File: src/rtl/code_sender.sv
// Presents a latched 16-bit code to a downstream checker one nibble at a time,
// each nibble qualified by a one-hot enable strobe, then waits for admittance.
//
// state   | meaning
// S_IDLE  | waiting for start
// S_DRIVE | digit shown, enable strobe high
// S_GAP   | enable low, digit held
// S_WAIT  | all digits sent, waiting for admitted or timeout
// S_DONE  | one-cycle done pulse
module code_sender #(
  parameter int unsigned HOLD_CYCLES    = 2,
  parameter int unsigned GAP_CYCLES     = 1,
  parameter int unsigned TIMEOUT_CYCLES = 8
) (
  input  logic        clk,
  input  logic        rst,
  input  logic        start,
  input  logic        abort,
  input  logic [15:0] code,
  input  logic        admitted,
  output logic [3:0]  digit,
  output logic [3:0]  enable,
  output logic        busy,
  output logic        done,
  output logic        pass,
  output logic        fail
);

  typedef enum logic [2:0] {
    S_IDLE,
    S_DRIVE,
    S_GAP,
    S_WAIT,
    S_DONE
  } state_t;

  localparam logic [7:0] HOLD_LAST = 8'(HOLD_CYCLES - 1);
  localparam logic [7:0] GAP_LAST  = 8'(GAP_CYCLES - 1);
  localparam logic [7:0] TMO_LAST  = 8'(TIMEOUT_CYCLES - 1);

  state_t      state_q;
  logic [1:0]  idx_q;
  logic [7:0]  cnt_q;
  logic [15:0] shadow_q;
  logic [3:0]  digit_q;
  logic [3:0]  enable_q;
  logic        busy_q;
  logic        done_q;
  logic        pass_q;
  logic        fail_q;

  logic [1:0]  idx_nxt;
  logic [3:0]  nib_nxt;

  assign idx_nxt = idx_q + 2'd1;
  assign nib_nxt = shadow_q[{idx_nxt, 2'b00} +: 4];

  always_ff @(posedge clk or posedge rst) begin
    if (rst) begin
      state_q  <= S_IDLE;
      idx_q    <= '0;
      cnt_q    <= '0;
      shadow_q <= '0;
      digit_q  <= '0;
      enable_q <= '0;
      busy_q   <= 1'b0;
      done_q   <= 1'b0;
      pass_q   <= 1'b0;
      fail_q   <= 1'b0;
    end else begin
      case (state_q)
        S_IDLE: begin
          if (start) begin
            shadow_q <= code;
            idx_q    <= '0;
            cnt_q    <= '0;
            pass_q   <= 1'b0;
            fail_q   <= 1'b0;
            digit_q  <= code[3:0];
            enable_q <= 4'b0001;
            busy_q   <= 1'b1;
            state_q  <= S_DRIVE;
          end
        end
        S_DRIVE: begin
          if (abort) begin
            state_q  <= S_IDLE;
            idx_q    <= '0;
            cnt_q    <= '0;
            digit_q  <= '0;
            enable_q <= '0;
            busy_q   <= 1'b0;
          end else if (cnt_q == HOLD_LAST) begin
            cnt_q    <= '0;
            enable_q <= '0;
            state_q  <= S_GAP;
          end else begin
            cnt_q <= cnt_q + 8'd1;
          end
        end
        S_GAP: begin
          if (abort) begin
            state_q  <= S_IDLE;
            idx_q    <= '0;
            cnt_q    <= '0;
            digit_q  <= '0;
            enable_q <= '0;
            busy_q   <= 1'b0;
          end else if (cnt_q == GAP_LAST) begin
            cnt_q <= '0;
            if (idx_q == 2'd3) begin
              digit_q <= '0;
              state_q <= S_WAIT;
            end else begin
              idx_q    <= idx_nxt;
              digit_q  <= nib_nxt;
              enable_q <= 4'b0001 << idx_nxt;
              state_q  <= S_DRIVE;
            end
          end else begin
            cnt_q <= cnt_q + 8'd1;
          end
        end
        S_WAIT: begin
          // abort beats admitted, admitted beats the timeout
          if (abort) begin
            state_q  <= S_IDLE;
            idx_q    <= '0;
            cnt_q    <= '0;
            digit_q  <= '0;
            enable_q <= '0;
            busy_q   <= 1'b0;
          end else if (admitted) begin
            pass_q  <= 1'b1;
            done_q  <= 1'b1;
            cnt_q   <= '0;
            state_q <= S_DONE;
          end else if (cnt_q == TMO_LAST) begin
            fail_q  <= 1'b1;
            done_q  <= 1'b1;
            cnt_q   <= '0;
            state_q <= S_DONE;
          end else begin
            cnt_q <= cnt_q + 8'd1;
          end
        end
        S_DONE: begin
          done_q  <= 1'b0;
          busy_q  <= 1'b0;
          idx_q   <= '0;
          state_q <= S_IDLE;
        end
        default: begin
          state_q  <= S_IDLE;
          idx_q    <= '0;
          cnt_q    <= '0;
          digit_q  <= '0;
          enable_q <= '0;
          busy_q   <= 1'b0;
          done_q   <= 1'b0;
        end
      endcase
    end
  end

  assign digit  = digit_q;
  assign enable = enable_q;
  assign busy   = busy_q;
  assign done   = done_q;
  assign pass   = pass_q;
  assign fail   = fail_q;

endmodule

File: config.mk
export PLATFORM = sky130hd
export DESIGN_NAME = code_sender
export DESIGN_NICKNAME = d
export VERILOG_FILES = /design/src/rtl/code_sender.sv
export SDC_FILE = /design/constraint.sdc
export NUM_CORES = 1
export LEC_CHECK = 0
export ABC_AREA = 1
export CORE_MARGIN = 2
export CORE_UTILIZATION = 58
export DETAILED_ROUTE_END_ITERATION = 16
export PLACE_DENSITY = 0.95
export SLEW_MARGIN = 20
export SYNTH_ARGS = -nofsm -noshare
export SYNTH_HDL_FRONTEND = slang
export SYNTH_SLANG_ARGS = --single-unit
export TNS_END_PERCENT = 20
File: constraint.sdc
create_clock -name clk -period 2.54 [get_ports clk]
set_input_delay 0.635 -clock clk [delete_from_list [all_inputs] [get_ports clk]]
set_output_delay 0.635 -clock clk [all_outputs]
set_load 0.05 [all_outputs]
Yosys cells after proc, flatten, opt, wreduce, memory -nomap -nowiden --
Index checks and enable logic that the tools add are counted.
Storage, ports and cells: input port bits 21, output and inout port bits 12, register bits 41
Operators by class: shift-type cells 2, bitwise logic cells 2, reductions and logical operators 16, equality and inequality tests 20, $add $sub $neg 2, multiplexer cells 52
Operator list (number):
- 8-bit 2-to-1 mux | 8
- 4-bit 2-to-1 mux | 11
- 8-bit one-hot mux with 5 select lines | 1
- 3-bit 2-to-1 mux | 8
- 4-bit one-hot mux with 5 select lines | 1
- 4-bit one-hot mux with 4 select lines | 1
- 4-bit AND reduction | 4
- 16-bit by 5-bit variable part select with 4-bit output | 1
- 2-bit 2-to-1 mux | 6
- 2-bit != test (second input constant) | 6
- 3-bit != test (second input constant) | 4
- 3-bit one-hot mux with 4 select lines | 1
- 1-bit 2-to-1 mux | 10
- 8-bit by 1-bit adder with 8-bit output (second input constant) | 1
- 8-bit by 1-bit == test with 1-bit output (second input constant) | 1
- 8-bit by 3-bit == test with 1-bit output (second input constant) | 1
- 8-bit logical NOT | 1
- 1-bit one-hot mux with 2 select lines | 4
- 3-bit by 2-bit == test with 1-bit output (second input constant) | 2
- 2-bit one-hot mux with 3 select lines | 1
- 2-bit AND reduction | 3
- 6-bit AND reduction | 1
- 3-bit OR reduction | 2
- 5-bit AND reduction | 1
- 12 further kinds | 14

Logic depth before layout (Yosys ltp) --
Gate-level depths: netlist (run 1).
depth in word-level cells 6, gate-level depth with buffers 10, gate-level depth less buffers 10

Worst setup path after synthesis (run 1) --
OpenSTA, ideal clock, no wires.
path kind input to register, start input port start, end register enable_q[0] (netlist: enable[0]), arrival 1.392 ns, stages 7, setup time 0.120 ns, slack 1.027 ns, buffers on the path 0, cell sequence inv_2 -> o21ai_2 -> nand2_1 -> nor2_4 -> nand3_2 -> nand2_1 -> nand2_1
On the way: longest elaborated chain between the ends 2
Ends and longest elaborated chain:
- from (decl) | line 17 | input logic start,
- 2-bit != test (no line)
- 6-bit AND reduction (no line)
- to (signal assigned) | line 117 | enable_q <= 4'b0001 << idx_nxt;
- to (decl) | line 46 | logic [3:0] enable_q;
No other way between the ends. A chain may end at the register's enable or synchronous reset.

Worst setup path after layout (run 1) --
start register pass_q (netlist: pass), end output port pass
RTL lines:
- from (decl) | line 49 | logic pass_q;
- from (signal assigned) | line 68 | pass_q <= 1'b0;
- from (signal assigned) | line 77 | pass_q <= 1'b0;
- from (signal assigned) | line 134 | pass_q <= 1'b1;
- to (decl) | line 25 | output logic pass,
No word-level cell between the ends.

==> metrics.txt, run 1 <==
status=completed; Internal Power=~1600 uW; Reg-to-Reg End=digit[1]; worst-path fanout max=2; worst vdd ir=about 0.72 mV; Routability Congestion=0.893; top-count cell post-synth=nand2_1; Clock Power Share=approximately 16%; RSZ-0062 raised after global routing=no; top-area cell type share of the netlist area=roughly 45%; clock buffer count from CTS=5; CP Cell Sequence=clkdlybuf4s50_1; post-route ant nets=0; clk sink count=41; Cell Pwr Density=about 1000 nW/um^2; Netlist cell types=24; critical path arrival=~1500 ps; Hold WC Path Type=flip-flop to flip-flop; logic gate share of total power=about 47%; Final Max Slew Viols=0; Avg WL per Cell=about 12 um; flop2flop setup slack=around 480 ps; Layout Area Growth over Synthesis=20.3%; P_sw=1300 uW; f_max=about 470 MHz; final hold vios=0; core region area=3720 um^2; Worst-Skew Late Latency=about 300 ps; I/O pin cnt=33; Static Leak=0.00150 uW; DRT Pass-1 Iters=4; period utilization=83.8%; Startpoint Class=flip-flop; Clock transition at path regs=~80 ps; top area cells in the synthesized netlist=dfrtp_1 45%, nand2_1 20%, nor2_1 5.1%, inv_1 4.6%, ha_1 3.8%; WP buf/inv=1; die height=around 67 um; Top delay family on crit path=buffers and inverters; total design power=between 2000 and 3000 uW; first-pass GRT wire length=~8300 um; Sw Share=between 40% and 50%; Longest Clk Path Bufs=2; Post-Syn Instances=a little over 300; vias in the first global route=roughly 1900; Period minus WS final=2130 ps; Worst Path Required=between 1500 and 2000 ps; final setup fails=0; DRT iter0 DRCs=~130; synth cell count leaders=122 x nand2_1, 41 x dfrtp_1, 31 x nor2_1; gr usage total=between 20 and 25%; die width=around 67 um; vias per cell=about 5.1; DR vias=slightly above 2000; Seq pwr share=a little over a third; pre-CTS worst setup slack=roughly 230 ps; worst hold path cell count=2; Detailed Place HPWL=3470 um; Post-synth ARST share=100%; row cnt=22; Synth Area per Inst=~7.4 um^2; Initial Utilization=61.5%; Cell Area, Synth=2280 um^2; die area=~4500 um^2; grt total ovfl=0; Hold Path End=shadow_q[3]; post-cts gate resize count=0; setup_tns=0 ps; slowest CP cell=clkdlybuf4s50_1; nets=roughly 370; dominant cell type by area after synthesis=dfrtp_1; Remaining DRCs=0; syn_nets=about 340; CP endpoint kind=output port; initial antenna violation count=0; sequential area share after synthesis=approximately 45%; Max-Cap Viols=0; WS Path Type=flip-flop to output port; Slew HR=between 60 and 70%; hold path startpoint=shadow_q[3]; Post-synth EDFFs=0; placed cells=385; Layout Skew=6.89 ps; hold buffers post-CTS=0; H-tree depth=2; Finished Layout Cells=393; CTS tree=yes; Detailed Route WL=4760 um; Yosys reg bits=41; layout cells sized above 1=9.57%; max incr delay on CP=810 ps; slew of the pin with the lowest slew margin=about 530 ps; fillcell total=approximately 280; setup repair bufs after CTS=0; I/O Buffers=32; largest net degree at the start of global routing=42; Ys Warns=0; R2R depth=10; ant diodes=0; Most used DFF post-synth=dfrtp_1; reg2reg start=idx_q[0]; PnR worst setup slack=411 ps; CTS root buf=clkbuf_8
## layout by cell type (no fill, tap or decap), types with 3 or more instances in the layout
cell and n:
inv_2 8, dfrtp_1 41, nand4_1 11, nand2_2 4, nand2_1 122, inv_1 28, clkbuf_8 7, ha_1 7
a21oi_1 3, xor2_1 4, nor2_1 31, nor2_2 4, o21ai_0 17, clkdlybuf4s50_1 32, nand3_1 10
## power groups by stage
stage,Combinational (uW),Clock [uW],Sequential (uW)
2_1_floorplan,793,0,1230
3_3_place_gp,1320,0,1030
3_5_place_dp,1350,0,1040
4_1_cts,1370,475,1030
5_1_grt,1530,503,1060
6_report,1360,471,1030
## area by class of cell
type,count,area [um^2],area share [%]
clock buffer,7,96.3,3.51
inverter,36,135,4.92
tap,48,60.1,2.19
multi-input combinational,227,1100,39.9
sequential,41,1030,37.3
timing repair buffer,33,328,11.9
clock inverter,1,5.00,0.182
## metrics by stage
| step | hold WS (ps) | util, % | area [um^2] |
|---|---|---|---|
| floorplan | 437 | - | 2280 |
| global placement | 449 | 71.2 | 2650 |
| detailed placement | 458 | 71.2 | 2650 |
| CTS | 476 | 73.9 | 2750 |
| global route | 496 | 73.9 | 2750 |
| finish | 475 | 73.9 | 2750 |
## kinds of logic after synthesis
logic type	after synthesis	share of synthesized area (%)
simple gates	192	36.9
flops	41	44.9
buf+inv	40	7.06
compound gates	24	5.80
fa+ha+maj	7	3.83
xor+xnor	4	1.53
## flip-flops by register name, summed over array words and instances (netlist names)
| name | flops |
|---|---|
| enable | 4 |
| pass | 1 |
| done | 1 |
| shadow_q | 16 |
| fail | 1 |
| cnt_q | 8 |
| state_q | 3 |
| digit | 4 |
| busy | 1 |
| idx_q | 2 |
## layer usage
layer	track usage [%]	vias to the layer above	routed length [um]
met5	0	-	0
met4	10.7	0	110
met3	5.91	13	246
met2	40.6	63	2360
met1	31.5	913	2050
li1	-	1030	-
## worst max-delay path by stage
stage	start	to	slack (ps)	depth (start not counted)
finish	pass	pass	410	1
global route	idx_q[0]	digit[1]	220	9
CTS	pass	pass	420	1
detailed placement	abort	digit[2]	230	9
global placement	abort	digit[1]	340	9
floorplan	rst	busy	960	1
(Power assumes the default switching activity.)
==> inputs of run 2 (changes only) <==
--- a/config.mk
+++ b/config.mk
@@ -7,9 +7,9 @@
 export LEC_CHECK = 0
 export ABC_AREA = 1
 export CORE_MARGIN = 2
-export CORE_UTILIZATION = 58
+export CORE_UTILIZATION = 49
 export DETAILED_ROUTE_END_ITERATION = 16
-export PLACE_DENSITY = 0.95
+export PLACE_DENSITY = 0.87
 export SLEW_MARGIN = 20
 export SYNTH_ARGS = -nofsm -noshare
 export SYNTH_HDL_FRONTEND = slang
==> constraint.sdc (replaced) <==
create_clock -name clk -period 1.9 [get_ports clk]
set_input_delay 0.475 -clock clk [delete_from_list [all_inputs] [get_ports clk]]
set_output_delay 0.475 -clock clk [all_outputs]
set_load 0.05 [all_outputs]
==> run 2 against run 1 <==
Design area increased by 2.5%. Via count up 0.99%. Total power grew 34%. Clock-buffer cell count down 1. Setup slack worse by 160 ps. Critical path depth rose by 8. Non-clock buffer count up 10. Combinational power grew 38%. Final cell count up 3.6%. Die area is 17% higher. Critical endpoint is now digit[1].
==> metrics.txt, run 2 (synthesis gave the netlist of run 1 again) <==
Most flops, register=shadow_q; critical path arrival=1830 ps; vias in the first global route=~2000; status=completed; number of flip-flops in the largest register=16; clock buffer count from CTS=5; Layout Skew=between 8 and 9 ps; Final Max Slew Viols=0; grt total ovfl=0; Startpoint Class=input port; Detailed Place HPWL=between 3000 and 4000 um; fillcell total=390; met2 WL=between 2000 and 2500 um; H-tree depth=2; Initial Utilization=between 50% and 60%; Worst Path Required=roughly 2100 ps; design area=2820 um^2; Avg WL per Cell=12.0 um; clk sink count=41; reg2reg start=cnt_q[0]; Top Metal Used=met4; nets=382; DRT iter0 DRCs=91; R2R depth=8; CP endpoint kind=flip-flop; CTS root buf=clkbuf_8; hold buffers post-CTS=0; Finished Layout Cells=between 400 and 500; post-route ant nets=0; row cnt=24; WS Path Type=input port to flip-flop; Max-Cap Viols=0; Clock transition at path regs=80 ps; most frequent cells in the layout=122 x nand2_1, 41 x dfrtp_1, 31 x nor2_1; die area=5230 um^2; Layout Area Growth over Synthesis=23.3%; final hold vios=0; metal3 WL=218 um; I/O pin cnt=33; layout cells sized above 1=between 10% and 20%; die height=72.3 um; RSZ-0062 raised after global routing=no; CP Cell Sequence=clkdlybuf4s50_1, inv_2, nand2_1, nor2_2, o21ai_2, nand3_1, inv_1, nand2_1, nand2_1; I/O Buffers=32; DRT Pass-1 Iters=4; largest net degree at the start of global routing=42; Remaining DRCs=0; period utilization=86.5%; setup repair bufs after CTS=0; ant diodes=0; flop2flop setup slack=between 200 and 300 ps; hold path startpoint=shadow_q[11]; Slew HR=80.6%; Hold WC Path Type=flip-flop to flip-flop; Cell Pwr Density=around 1400 nW/um^2; placed cells=approximately 400; most common cell after layout, fill and taps aside=nand2_1; initial antenna violation count=0; met1 wire length=approximately 2200 um; Static Leak=0.00157 uW; DR vias=2039; Regs by FF count=shadow_q: 16 flops, cnt_q: 8 flops; die width=72.3 um; Top delay family on crit path=buffers and inverters; f_max=slightly above 600 MHz; setup_tns=0 ps; worst vdd ir=between 0.9 and 1 mV; post-cts gate resize count=0; gr usage total=a little over a fifth; CTS tree=yes; Reg-to-Reg End=digit[1]; vias per cell=5.01; worst hold path cell count=2; slowest CP cell=clkdlybuf4s50_1; Routability Congestion=roughly 0.84; core region area=between 4000 and 5000 um^2; CP dominant cell by count=nand2_1; placed cell areas=2720 um^2; worst-path fanout max=5; Longest Clk Path Bufs=2; WP buf/inv=3; Hold Path End=shadow_q[11]; Detailed Route WL=approximately 4900 um; first-pass GRT wire length=8640 um; max incr delay on CP=450 ps; Period minus WS final=between 1500 and 2000 ps; Worst-Skew Late Latency=~300 ps; final setup fails=0; slew of the pin with the lowest slew margin=about 290 ps
-- run 2: changes by cell type in the layout (fill, tap and decap cells not counted), sizes merged --
cell	delta
buf	+22
clkbuf	-1
clkdlybuf4s50	-12
clkinv	+1
-- run 2: power breakdown --
group	leakage, uW	total, uW	switching (uW)	internal, uW
sequential	0.000531	1360	193	1170
combinational	0.000989	1880	1240	636
clock	0.0000512	604	310	294
-- run 2: final cells by class --
class                           instances  area, um^2  share of cell area (%)
Timing Repair Buffer                   43         398                    14.1
Tap cell                               52        65.1                    2.31
Multi-Input combinational cell        227        1100                    38.9
Clock inverter                          2        13.8                   0.488
Clock buffer                            6        82.6                    2.93
Inverter                               36         135                    4.80
Sequential cell                        41        1030                    36.4
-- run 2: worst min-delay path: cells and delay by family (launching register included) --
kind,cells,cell delay (ps)
and+or+nand+nor,2,90
DFF,1,350
-- run 2: how the worst max path moves through the flow --
stage | start | to | cells after the start
after floorplan | idx_q[0] | digit[0] | 10
after global placement | abort | digit[0] | 9
after detailed placement | abort | digit[1] | 9
after CTS | abort | digit[1] | 9
after global routing | cnt_q[0] | digit[1] | 8
final | abort | digit[1] | 9
-- run 2: per-stage QoR --
stage               total power, uW  setup WS [ps]  util (%)  hold WS, ps
finish                         3850            256      63.8          475
global route                   4170            103      63.8          496
CTS                            3870            261      63.8          476
detailed placement             3250          -42.2      61.6          454
global placement               3190          -13.6      61.6          450
floorplan                      2700            468         -          437
-- run 2: routing by layer --
layer  GRT usage [%]  vias to the layer above
li1                -                     1047
met1            26.2                      933
met2            36.3                       52
met3            5.42                        7
met4            6.71                        0
met5               0                        -
==> inputs of run 3 (changes only) <==
--- a/config.mk
+++ b/config.mk
@@ -7,11 +7,10 @@
 export LEC_CHECK = 0
 export ABC_AREA = 1
 export CORE_MARGIN = 2
-export CORE_UTILIZATION = 49
+export CORE_UTILIZATION = 46
 export DETAILED_ROUTE_END_ITERATION = 16
-export PLACE_DENSITY = 0.87
+export PLACE_DENSITY = 0.83
 export SLEW_MARGIN = 20
 export SYNTH_ARGS = -nofsm -noshare
 export SYNTH_HDL_FRONTEND = slang
 export SYNTH_SLANG_ARGS = --single-unit
-export TNS_END_PERCENT = 20
==> run 3 against run 2 <==
Setup slack got worse by 12 ps. Design area is 0.71% higher. Highest routed layer unchanged. Clock power shrank 3.5%.
==> metrics.txt, run 3 (synthesis gave the netlist of run 1 again) <==
row cnt=25; placed cells=slightly above 400; Clock transition at path regs=roughly 70 ps; CTS root buf=clkbuf_8; I/O pin cnt=33; worst-path fanout max=5; die width=roughly 74 um; slew of the pin with the lowest slew margin=306 ps; Worst-Skew Late Latency=approximately 300 ps; Max-Cap Viols=0; I/O Buffers=32; final core occ=a little under 60%; Regs by FF count=shadow_q: 16 flops, cnt_q: 8 flops; most common cell after layout, fill and taps aside=nand2_1; Remaining DRCs=0; Top delay family on crit path=buffers and inverters; CP endpoint kind=flip-flop; placed cell areas=approximately 2700 um^2; grt total ovfl=0; ant diodes=0; Slew HR=79.4%; Startpoint Class=input port; DR vias=about 2100; Most flops, register=shadow_q; layout cells sized above 1=15.5%; DRT iter0 DRCs=between 100 and 150; Period minus WS final=approximately 1700 ps; setup repair bufs after CTS=0; post-route ant nets=0; Finished Layout Cells=422; Detailed Route WL=4900 um; slowest CP cell=clkdlybuf4s50_1; final setup fails=0; Detailed Place HPWL=about 3700 um; Avg WL per Cell=between 10 and 15 um; max incr delay on CP=roughly 470 ps; Longest Clk Path Bufs=2; largest net degree at the start of global routing=42; Cell Pwr Density=1350 nW/um^2; WS Path Type=input port to flip-flop; first-pass GRT wire length=between 8000 and 9000 um; reg2reg start=cnt_q[0]; DRT Pass-1 Iters=4; clock buffer count from CTS=5; die height=74.5 um; Layout Skew=~3.7 ps; core region area=4750 um^2; number of flip-flops in the largest register=16; clk sink count=between 40 and 50; Initial Utilization=between 40 and 50%; initial antenna violation count=0; hold buffers post-CTS=0; worst vdd ir=0.628 mV; period utilization=87.1%; gr usage total=19.3%; H-tree depth=2; status=completed; die area=5550 um^2; Layout Area Growth over Synthesis=24.2%; CP Cell Sequence=clkdlybuf4s50_1, nor3_1, inv_1, nand3_1, inv_1, nand2_1, nand2_1; Hold WC Path Type=flip-flop to flip-flop; most frequent cells in the layout=122 x nand2_1, 41 x dfrtp_1, 31 x nor2_1; CTS tree=yes; design area=between 2000 and 3000 um^2; RSZ-0062 raised after global routing=no; nets=between 300 and 400; vias in the first global route=1955; WP buf/inv=3; hold path startpoint=enable[1]; post-cts gate resize count=0; final hold vios=0; Worst Path Required=2090 ps; Routability Congestion=between 0.8 and 0.9; Static Leak=between 0.0015 and 0.002 uW; f_max=604 MHz; crit path from=abort; critical path arrival=about 1800 ps; vias per cell=roughly 4.9; Final Max Slew Viols=0
[run 3: changes by cell type in the layout (fill, tap and decap cells not counted)]
| cell | change |
|---|---|
| buf_4 | +1 |
| clkinvlp_4 | +1 |
| clkinv_2 | -1 |
| clkinv_4 | -1 |
[run 3: area by class of cell]
cell class / instances / area, um^2
clock buffer: 6 / 82.6
fill: 446 / 1920
multi-input combinational: 227 / 1100
timing repair buffer: 44 / 405
clock inverter: 1 / 7.51
inverter: 36 / 135
tap: 67 / 83.8
sequential: 41 / 1030
[run 3: worst paths after layout]
kind                                    end  slack, ps  cells past startpoint
worst max-delay path               digit[2]        240                      7
worst min-delay path              enable[1]        470                      2
worst max register to register     cnt_q[6]        290                      8
worst min register to register    enable[1]        470                      2
max in group asynchronous       shadow_q[8]       1170                      3
min in group asynchronous         enable[2]        540                      3
[run 3: stage by stage]
stage | hold slack [ps] | power, uW | TNS [ps] | setup slack, ps
2_1_floorplan | 437 | 2700 | 0 | 468
3_3_place_gp | 449 | 3210 | 0 | 39.1
3_5_place_dp | 458 | 3270 | -13.7 | -7.54
4_1_cts | 479 | 3870 | 0 | 300
5_1_grt | 490 | 4130 | 0 | 121
6_report | 474 | 3840 | 0 | 244
[run 3: layer usage]
metal / GRT usage [%] / share of wire (%) / wire [um] / vias up
met3: 4.07 / 5.3 / 258 / 11
met2: 33.1 / 51 / 2480 / 63
met1: 23.4 / 42 / 2080 / 951
li1: - / - / - / 1050
met5: 0 / 0 / 0 / -
met4: 7.94 / 1.8 / 86 / 0
[run 3: worst min-delay path, stage by stage (launching register included)]
cell     delay (ps)
dfrtp_1         350
nand2_1          50
nand2_1          40
[run 3: power by group]
| group | leakage, uW | internal [uW] | total, uW | switching [uW] |
|---|---|---|---|---|
| registers | 0.000531 | 1170 | 1360 | 183 |
| clock network | 0.0000433 | 287 | 583 | 296 |
| logic | 0.000993 | 649 | 1900 | 1250 |
| total | 0.00157 | 2110 | 3840 | 1730 |
